### src/rtl/controller.sv
// Main decoder at the end of ID: turns the instruction word into the registered ID/EX control word.
// Latency: 1 cycle from Instruction to outputs; Reset clears outputs asynchronously, Flush loads a bubble.
// Backpressure: none; a new word is decoded every cycle, and stalls are handled by the pipeline around it.
// Optional feature: define CONTROLLER_MUL_EN to decode R-type funct 011000 as MUL.
module controller (
    input  logic        Clk,
    input  logic        Reset,
    input  logic        Flush,
    input  logic [31:0] Instruction,
    output logic        RegDst,
    output logic [3:0]  ALUOp,
    output logic        ALUSrc,
    output logic        Branch,
    output logic        RegWrite,
    output logic        MemWrite,
    output logic        MemRead,
    output logic        MemToReg,
    output logic        Jump,
    output logic        JRMux,
    output logic        JalMux,
    output logic [1:0]  MemSize
);

    // ALU operation codes seen by the EX stage
    localparam logic [3:0] ALU_ADD  = 4'b0000;
    localparam logic [3:0] ALU_SUB  = 4'b0001;
    localparam logic [3:0] ALU_AND  = 4'b0010;
    localparam logic [3:0] ALU_OR   = 4'b0011;
    localparam logic [3:0] ALU_XOR  = 4'b0100;
    localparam logic [3:0] ALU_NOR  = 4'b0101;
    localparam logic [3:0] ALU_SLT  = 4'b0110;
    localparam logic [3:0] ALU_SLL  = 4'b0111;
    localparam logic [3:0] ALU_SRL  = 4'b1000;
`ifdef CONTROLLER_MUL_EN
    localparam logic [3:0] ALU_MUL  = 4'b1001;
`endif
    localparam logic [3:0] ALU_BNE  = 4'b1010;
    localparam logic [3:0] ALU_BLTZ = 4'b1011;
    localparam logic [3:0] ALU_BGEZ = 4'b1100;

    localparam logic [1:0] SZ_WORD = 2'b00;
    localparam logic [1:0] SZ_HALF = 2'b01;
    localparam logic [1:0] SZ_BYTE = 2'b10;

    typedef struct packed {
        logic       reg_dst;
        logic [3:0] alu_op;
        logic       alu_src;
        logic       branch;
        logic       reg_write;
        logic       mem_write;
        logic       mem_read;
        logic       mem_to_reg;
        logic       jump;
        logic       jr_mux;
        logic       jal_mux;
        logic [1:0] mem_size;
    } ctrl_t;

    localparam ctrl_t CTRL_ZERO = '0;

    logic [5:0] opcode;
    logic [4:0] rt;
    logic [5:0] funct;
    ctrl_t      dec;
    ctrl_t      ctrl_q;

    assign opcode = Instruction[31:26];
    assign rt     = Instruction[20:16];
    assign funct  = Instruction[5:0];

    // rs, rd, shamt and the immediate are consumed elsewhere in the datapath, not here.
    logic unused_fields;
    assign unused_fields = ^{Instruction[25:21], Instruction[15:6]};

    // Combinational decode; anything not recognised falls out as the all-zero bubble.
    always_comb begin
        dec = CTRL_ZERO;
        unique case (opcode)
            6'b000000: begin
                dec.reg_dst   = 1'b1;
                dec.reg_write = 1'b1;
                case (funct)
                    6'b100000: dec.alu_op = ALU_ADD;
                    6'b100010: dec.alu_op = ALU_SUB;
                    6'b100100: dec.alu_op = ALU_AND;
                    6'b100101: dec.alu_op = ALU_OR;
                    6'b100110: dec.alu_op = ALU_XOR;
                    6'b100111: dec.alu_op = ALU_NOR;
                    6'b101010: dec.alu_op = ALU_SLT;
                    6'b000000: dec.alu_op = ALU_SLL;   // also the all-zero NOP: writes $0
                    6'b000010: dec.alu_op = ALU_SRL;
`ifdef CONTROLLER_MUL_EN
                    6'b011000: dec.alu_op = ALU_MUL;
`endif
                    6'b001000: begin
                        dec           = CTRL_ZERO;
                        dec.jump      = 1'b1;
                        dec.jr_mux    = 1'b1;
                    end
                    default:   dec = CTRL_ZERO;
                endcase
            end
            6'b000100: begin
                dec.branch = 1'b1;
                dec.alu_op = ALU_SUB;               // taken when the difference is zero
            end
            6'b000101: begin
                dec.branch = 1'b1;
                dec.alu_op = ALU_BNE;
            end
            6'b000001: begin
                // REGIMM: the condition lives in the rt field
                if (rt == 5'b00000) begin
                    dec.branch = 1'b1;
                    dec.alu_op = ALU_BLTZ;
                end else if (rt == 5'b00001) begin
                    dec.branch = 1'b1;
                    dec.alu_op = ALU_BGEZ;
                end
            end
            6'b001000, 6'b001100, 6'b001101, 6'b001110, 6'b001010: begin
                dec.alu_src   = 1'b1;
                dec.reg_write = 1'b1;
                case (opcode)
                    6'b001100: dec.alu_op = ALU_AND;
                    6'b001101: dec.alu_op = ALU_OR;
                    6'b001110: dec.alu_op = ALU_XOR;
                    6'b001010: dec.alu_op = ALU_SLT;
                    default:   dec.alu_op = ALU_ADD;
                endcase
            end
            6'b100011, 6'b100001, 6'b100000: begin
                dec.alu_src    = 1'b1;
                dec.alu_op     = ALU_ADD;
                dec.mem_read   = 1'b1;
                dec.mem_to_reg = 1'b1;
                dec.reg_write  = 1'b1;
                dec.mem_size   = (opcode == 6'b100001) ? SZ_HALF :
                                 (opcode == 6'b100000) ? SZ_BYTE : SZ_WORD;
            end
            6'b101011, 6'b101001, 6'b101000: begin
                dec.alu_src   = 1'b1;
                dec.alu_op    = ALU_ADD;
                dec.mem_write = 1'b1;
                dec.mem_size  = (opcode == 6'b101001) ? SZ_HALF :
                                (opcode == 6'b101000) ? SZ_BYTE : SZ_WORD;
            end
            6'b000010: dec.jump = 1'b1;
            6'b000011: begin
                dec.jump      = 1'b1;
                dec.jal_mux   = 1'b1;
                dec.reg_write = 1'b1;
            end
            default: dec = CTRL_ZERO;
        endcase
    end

    // Control word register: Reset wins, then Flush inserts a bubble, else take the decode.
    always_ff @(posedge Clk or posedge Reset) begin
        if (Reset)
            ctrl_q <= CTRL_ZERO;
        else if (Flush)
            ctrl_q <= CTRL_ZERO;
        else
            ctrl_q <= dec;
    end

    assign RegDst   = ctrl_q.reg_dst;
    assign ALUOp    = ctrl_q.alu_op;
    assign ALUSrc   = ctrl_q.alu_src;
    assign Branch   = ctrl_q.branch;
    assign RegWrite = ctrl_q.reg_write;
    assign MemWrite = ctrl_q.mem_write;
    assign MemRead  = ctrl_q.mem_read;
    assign MemToReg = ctrl_q.mem_to_reg;
    assign Jump     = ctrl_q.jump;
    assign JRMux    = ctrl_q.jr_mux;
    assign JalMux   = ctrl_q.jal_mux;
    assign MemSize  = ctrl_q.mem_size;

endmodule

### config.mk
export PLATFORM = sky130hd
export DESIGN_NAME = controller
export DESIGN_NICKNAME = d
export VERILOG_FILES = /design/src/rtl/controller.sv
export SDC_FILE = /design/constraint.sdc
export NUM_CORES = 1
export LEC_CHECK = 0
export ABC_AREA = 1
export CELL_PAD_IN_SITES_DETAIL_PLACEMENT = 0
export CELL_PAD_IN_SITES_GLOBAL_PLACEMENT = 1
export CORE_MARGIN = 2
export CORE_UTILIZATION = 27
export CTS_BUF_LIST = sky130_fd_sc_hd__clkbuf_8
export DETAILED_ROUTE_END_ITERATION = 8
export PLACE_DENSITY = 0.89
export SLEW_MARGIN = 20
export SYNTH_ARGS = -nofsm -noshare
export SYNTH_HDL_FRONTEND = slang
export SYNTH_SLANG_ARGS = --single-unit
### constraint.sdc
create_clock -name Clk -period 1.1 [get_ports Clk]
set_clock_uncertainty 0.2 [all_clocks]
set_input_delay 0.275 -clock Clk [delete_from_list [all_inputs] [get_ports Clk]]
set_output_delay 0.275 -clock Clk [all_outputs]
set_load 0.005 [all_outputs]
=== Yosys cells after proc, flatten, opt, wreduce, memory -nomap -nowiden ===
Index checks and enable logic that the tools add are counted.

* Memories: 0
* Logic and storage cells: 73
* RAM bits: 0
* Output and inout bits: 16
* Flip-flop bits (word level): 16
* Bits in latches: 0
* Bits in read-only memories: 0

* Reductions and logical operators: 11
* Add/subtract/negate cells: 0
* Divide/modulo/power cells: 0
* Bitwise operators: 0
* $mul: 0
* Equal/unequal tests: 26
* Shift-type cells: 0
* Magnitude comparators: 0
* Muxes and demuxes: 24

{| class="wikitable"
|+ Operator list
! kind !! count
|-
| == test 6 bit, second input constant || 13
|-
| == test 6 x 4 -> 1 bit, second input constant || 6
|-
| one-hot mux 4 bit (8 select lines) || 1
|-
| one-hot mux 4 bit (5 select lines) || 1
|-
| == test 6 x 2 -> 1 bit, second input constant || 3
|-
| one-hot mux 9 bit (2 select lines) || 1
|-
| OR reduction 9 bit || 2
|-
| 2-to-1 mux 16 bit || 1
|-
| == test 6 x 3 -> 1 bit, second input constant || 2
|-
| logical NOT 6 bit || 2
|-
| one-hot mux 3 bit (4 select lines) || 1
|-
| OR reduction 11 bit || 1
|-
| one-hot mux 1 bit (2 select lines) || 5
|-
| 2-to-1 mux 2 bit || 4
|-
| 2-to-1 mux 4 bit || 2
|-
| == test 6 x 1 -> 1 bit, second input constant || 1
|-
| one-hot mux 2 bit (3 select lines) || 1
|-
| OR reduction 3 bit || 2
|-
| == test 5 x 1 -> 1 bit, second input constant || 1
|-
| logical NOT 5 bit || 1
|-
| 2-to-1 mux 1 bit || 5
|-
| OR reduction 5 bit || 1
|-
| one-hot mux 2 bit (2 select lines) || 1
|-
| OR reduction 2 bit || 2
|-
| one-hot mux 1 bit (3 select lines) || 1
|}

=== Longest topological paths before layout ===
* Depth after elaboration: 5
* Mapped depth: 9
* Gate-level depth less buffers: 8

=== Least setup slack after synthesis ===
No wires, ideal clock.

* Kind: input -> register
* Start point: input port Instruction[27]
* End point: register ctrl_q (netlist bit ALUOp[3])
* Data arrival time: 906 ps
* Setup time: 82 ps
* Required time: 818 ps
* Buffers on the path: 1
* Slack: -88 ps
* Cell stages on the path: 6
* Cells stage by stage: buf_6 nor2_1 nand3_2 inv_2 nand3_2 a31oi_1

* Cells in the longest elaborated chain, start to end: 4
* Elaborated cells between the ends (all ways): 12
* Classes of those cells: eq/ne: 8; mux: 2; reduce/logical: 2

{| class="wikitable"
|+ Ends and longest elaborated chain
! item !! RTL line !! source
|-
| start: declaration || 9 || <nowiki>input logic [31:0] Instruction,</nowiki>
|-
| == test 6 x 4 -> 1 bit || 79 || <nowiki>unique case (opcode)</nowiki>
|-
| OR reduction 5 bit || 79 ||
|-
| one-hot mux 4 bit (5 select lines) (*) || 79 ||
|-
| 2-to-1 mux 16 bit (*) || 163 || <nowiki>else if (Flush)</nowiki>
|-
| end signal: assignment || 162 || <nowiki>ctrl_q <= CTRL_ZERO;</nowiki>
|-
| end signal: assignment || 164 || <nowiki>ctrl_q <= CTRL_ZERO;</nowiki>
|-
| end signal: assignment || 166 || <nowiki>ctrl_q <= dec;</nowiki>
|-
| end: declaration || 66 || <nowiki>ctrl_t ctrl_q;</nowiki>
|}

Every way passes the cells marked *; elsewhere a longest branch is shown, timed or not.

=== Final worst setup path ===
* Start point: register ctrl_q (netlist bit MemRead)
* End point: output port MemRead

{| class="wikitable"
|+ RTL lines
! item !! RTL line !! source
|-
| end: declaration || 16 || <nowiki>output logic MemRead,</nowiki>
|}

No word-level cell between the ends.

==> summary.txt <==
Power and ir drop
  • Peak supply drop: between 300 and 400 µV
  • Leak: between 0.8 and 0.9 nW
  • Total power: around 0.0013 W
  • Power per cell area: 801 nW/µm²

Detailed routing
  • Routed via count: 1069
  • Residual DRC: 0
  • Iteration-0 DRC count of the detailed router: 17
  • Avg WL per Cell: between 9 and 10 µm
  • 1st-pass router iterations: 6
  • Via-per-instance ratio: roughly 4.4
  • WL final: about 2400 µm
  • Post-DRT Antenna Nets: 0

Timing
  • Final WS setup: -104 ps
  • Final min period: approximately 1200 ps
  • Tcrit/Tclk final: 109%
  • Worst hold slack: about 44 ps
  • Final setup vio count: 16
  • RSZ-0062 raised after global routing: yes
  • Setup TNS Final: -1480 ps
  • Relative slew slack: 84.5%
  • Max frequency: 830 MHz
  • Slew Viols, Final: 0
  • Slew @ Worst Pin: roughly 230 ps
  • Final Hold Fails: 0

Critical path
  • Critical path class: flip-flop to primary output
  • Worst setup EP type: primary output
  • Worst path buffer plus inverter count: 1
  • Startpoint Class: flip-flop
  • Max incr delay on CP: between 300 and 400 ps
  • Crit path cell chain: buf_2
  • Worst endpoint data arrival time: between 700 and 800 ps
  • CP Data Required Time: between 600 and 700 ps
  • Worst path top cell family by delay: flip-flops
  • CP max-delay cell: dfrtp_1
  • Max FO, Critical Path: 2

Synthesis
  • Ranking of synthesized cells by area: dfrtp_1 39%, nor2_1 10%, nand2_1 9.3%
  • Yosys reg bits: 15
  • Synth cell types: 21
  • Main combinational cell family by area after synthesis: simple AND/OR/NAND/NOR gates
  • Syn_nets: about 170
  • Synth area leader: dfrtp_1
  • Share of Yosys cell area claimed by the top area cell type: between 30% and 40%
  • Post-synthesis cell count: ~140
  • Adder-Cell Fraction of Synth Area: 0%
  • Avg Inst Size Synth: around 7.1 µm²
  • Post-Syn Area: roughly 970 µm²
  • Xor/xnor share of the synthesized area: 0%
  • Mux contribution to synthesized area: 0%
  • Synth Area in Simple Gates: between 40 and 50%
  • Compound-Gate Fraction of Synth Area: under 10%
  • Post-synthesis sequential area ratio: about two fifths
  • Yosys warning count: 0

Clocking
  • Sink Count: 15
  • Worst-path clk slew: approximately 50 ps
  • Max Buffers Root-to-Sink: 2
  • Root Buffer: clkbuf_8
  • Max H-tree Level: 1
  • Number of CTS-inserted buffers: 3
  • Post-CTS Hold Fix Bufs: 0
  • TritonCTS clock tree: yes

Placed design
  • I/O Buffers: 35
  • Detail Placement HPWL: approximately 1800 µm
  • Placer Congestion: 0.849
  • DP Cell Count: between 200 and 250
  • Place WS: -721 ps

Finish
  • Commonest non-fill, non-tap cell in the layout: buf_2
  • FILL cells: 338
  • Most frequent cells in the layout: 21 x buf_2, 20 x buf_4, 19 x nand2_1, 15 x dfrtp_1, 15 x inv_1
  • Fin cells: between 200 and 250
  • # nets final: between 200 and 250
  • Antenna diode count: 0
  • Layout cells sized above 1: around 54%
  • Area grow syn2layout: 67.2%

Min path
  • Hold Path Class: input pin to flip-flop
  • Hold path depth: 2
  • Hold Startpoint: Instruction[26]
  • Hold endpoint: MemSize[1]$_DFF_PP0_

Floorplan
  • Core Region: 3390 µm²
  • Row Count: 21
  • DIE WIDTH: 64.0 µm
  • Overall die area: around 4100 µm²
  • Initial core utilization: 28.7%
  • Die H: 64.0 µm
  • # IOs: 51

Outcome
  • Failing checks: setup timing
  • Outcome: complete, but fails checks

GRT
  • Global route overflow: 0
  • Initial antenna violation count: 0
  • First-pass GRT wire length: 4020 µm
  • Largest net degree at the start of global routing: 16
  • Gr usage total: approximately 12%
  • Vias in the first global route: between 900 and 1000

Flow run
  • Max-Cap Viols: 0
==> layout make-up <==
class                           instances  area [µm²]  area share (%)
Multi-Input combinational cell         95         606            37.2
Timing Repair Buffer                   58         448            27.5
Sequential cell                        15         375            23.1
Inverter                               25        96.3            5.92
Tap cell                               46        57.6            3.54
Clock buffer                            3        41.3            2.54
Clock inverter                          1        3.75           0.231
==> registers in the layout, indices dropped and copies added (netlist names) <==
register	cells
MemWrite	1
ALUSrc	1
MemSize	2
RegWrite	1
MemRead	1
JalMux	1
JRMux	1
Branch	1
RegDst	1
ALUOp	4
Jump	1
==> Yosys cell counts, drive strengths merged <==
cell type and count:
nor2 33, nand2 26, inv 25, nand3 21
dfrtp 15, nand4 5, a21oi 3, buf 3
a31oi 2, nor3 2, o21ai 2
==> how the worst max path moves through the flow <==
stage / start / endpoint / cells past startpoint
floorplan: Instruction[30] / ALUOp[0]$_DFF_PP0_ / 7
global placement: Instruction[29] / ALUOp[1]$_DFF_PP0_ / 9
detailed placement: Instruction[29] / ALUOp[1]$_DFF_PP0_ / 9
CTS: MemRead$_DFF_PP0_ / MemRead / 1
global route: MemRead$_DFF_PP0_ / MemRead / 1
finish: MemRead$_DFF_PP0_ / MemRead / 1
==> what timing repair did <==
item / CTS / global route
cloned: 1 / 0
pin swaps: 29 / 28
resized for setup: 145 / 36
buffers inserted: 5 / 4
endpoints found under the setup margin: 31 / 26
==> stage by stage <==
step / instance area [µm²] / utilization [%]
after CTS: 1540 / 45.5
after detailed placement: 1500 / 44.3
after global placement: 1500 / 44.3
after global routing: 1630 / 48.0
after floorplan: 986 / -
final: 1630 / 48.0
==> metal layers <==
layer / GRT usage [%] / vias to the layer above / wire (µm)
li1: - / 549 / -
met4: 8.15 / 0 / 66
met1: 16.0 / 480 / 1010
met5: 0 / - / 0
met2: 19.8 / 35 / 1180
met3: 0.352 / 5 / 142
==> power by group <==
group	leakage, nW	internal [W]	switching [W]
Clock	0.0269	0.000246	0.000169
Sequential	0.208	0.000560	0.00000143
Combinational	0.638	0.000158	0.000169
Total	0.873	0.000965	0.000340
==> kinds of logic (layout without fill, tap and decap cells) <==
kind of cell,count (synthesis),in the layout
AO/OA/AOI/OAI,7,7
buffers and inverters,28,87
flip-flops,15,15
AND/OR/NAND/NOR,87,88
Note: power is estimated with default switching activity, not from simulation.
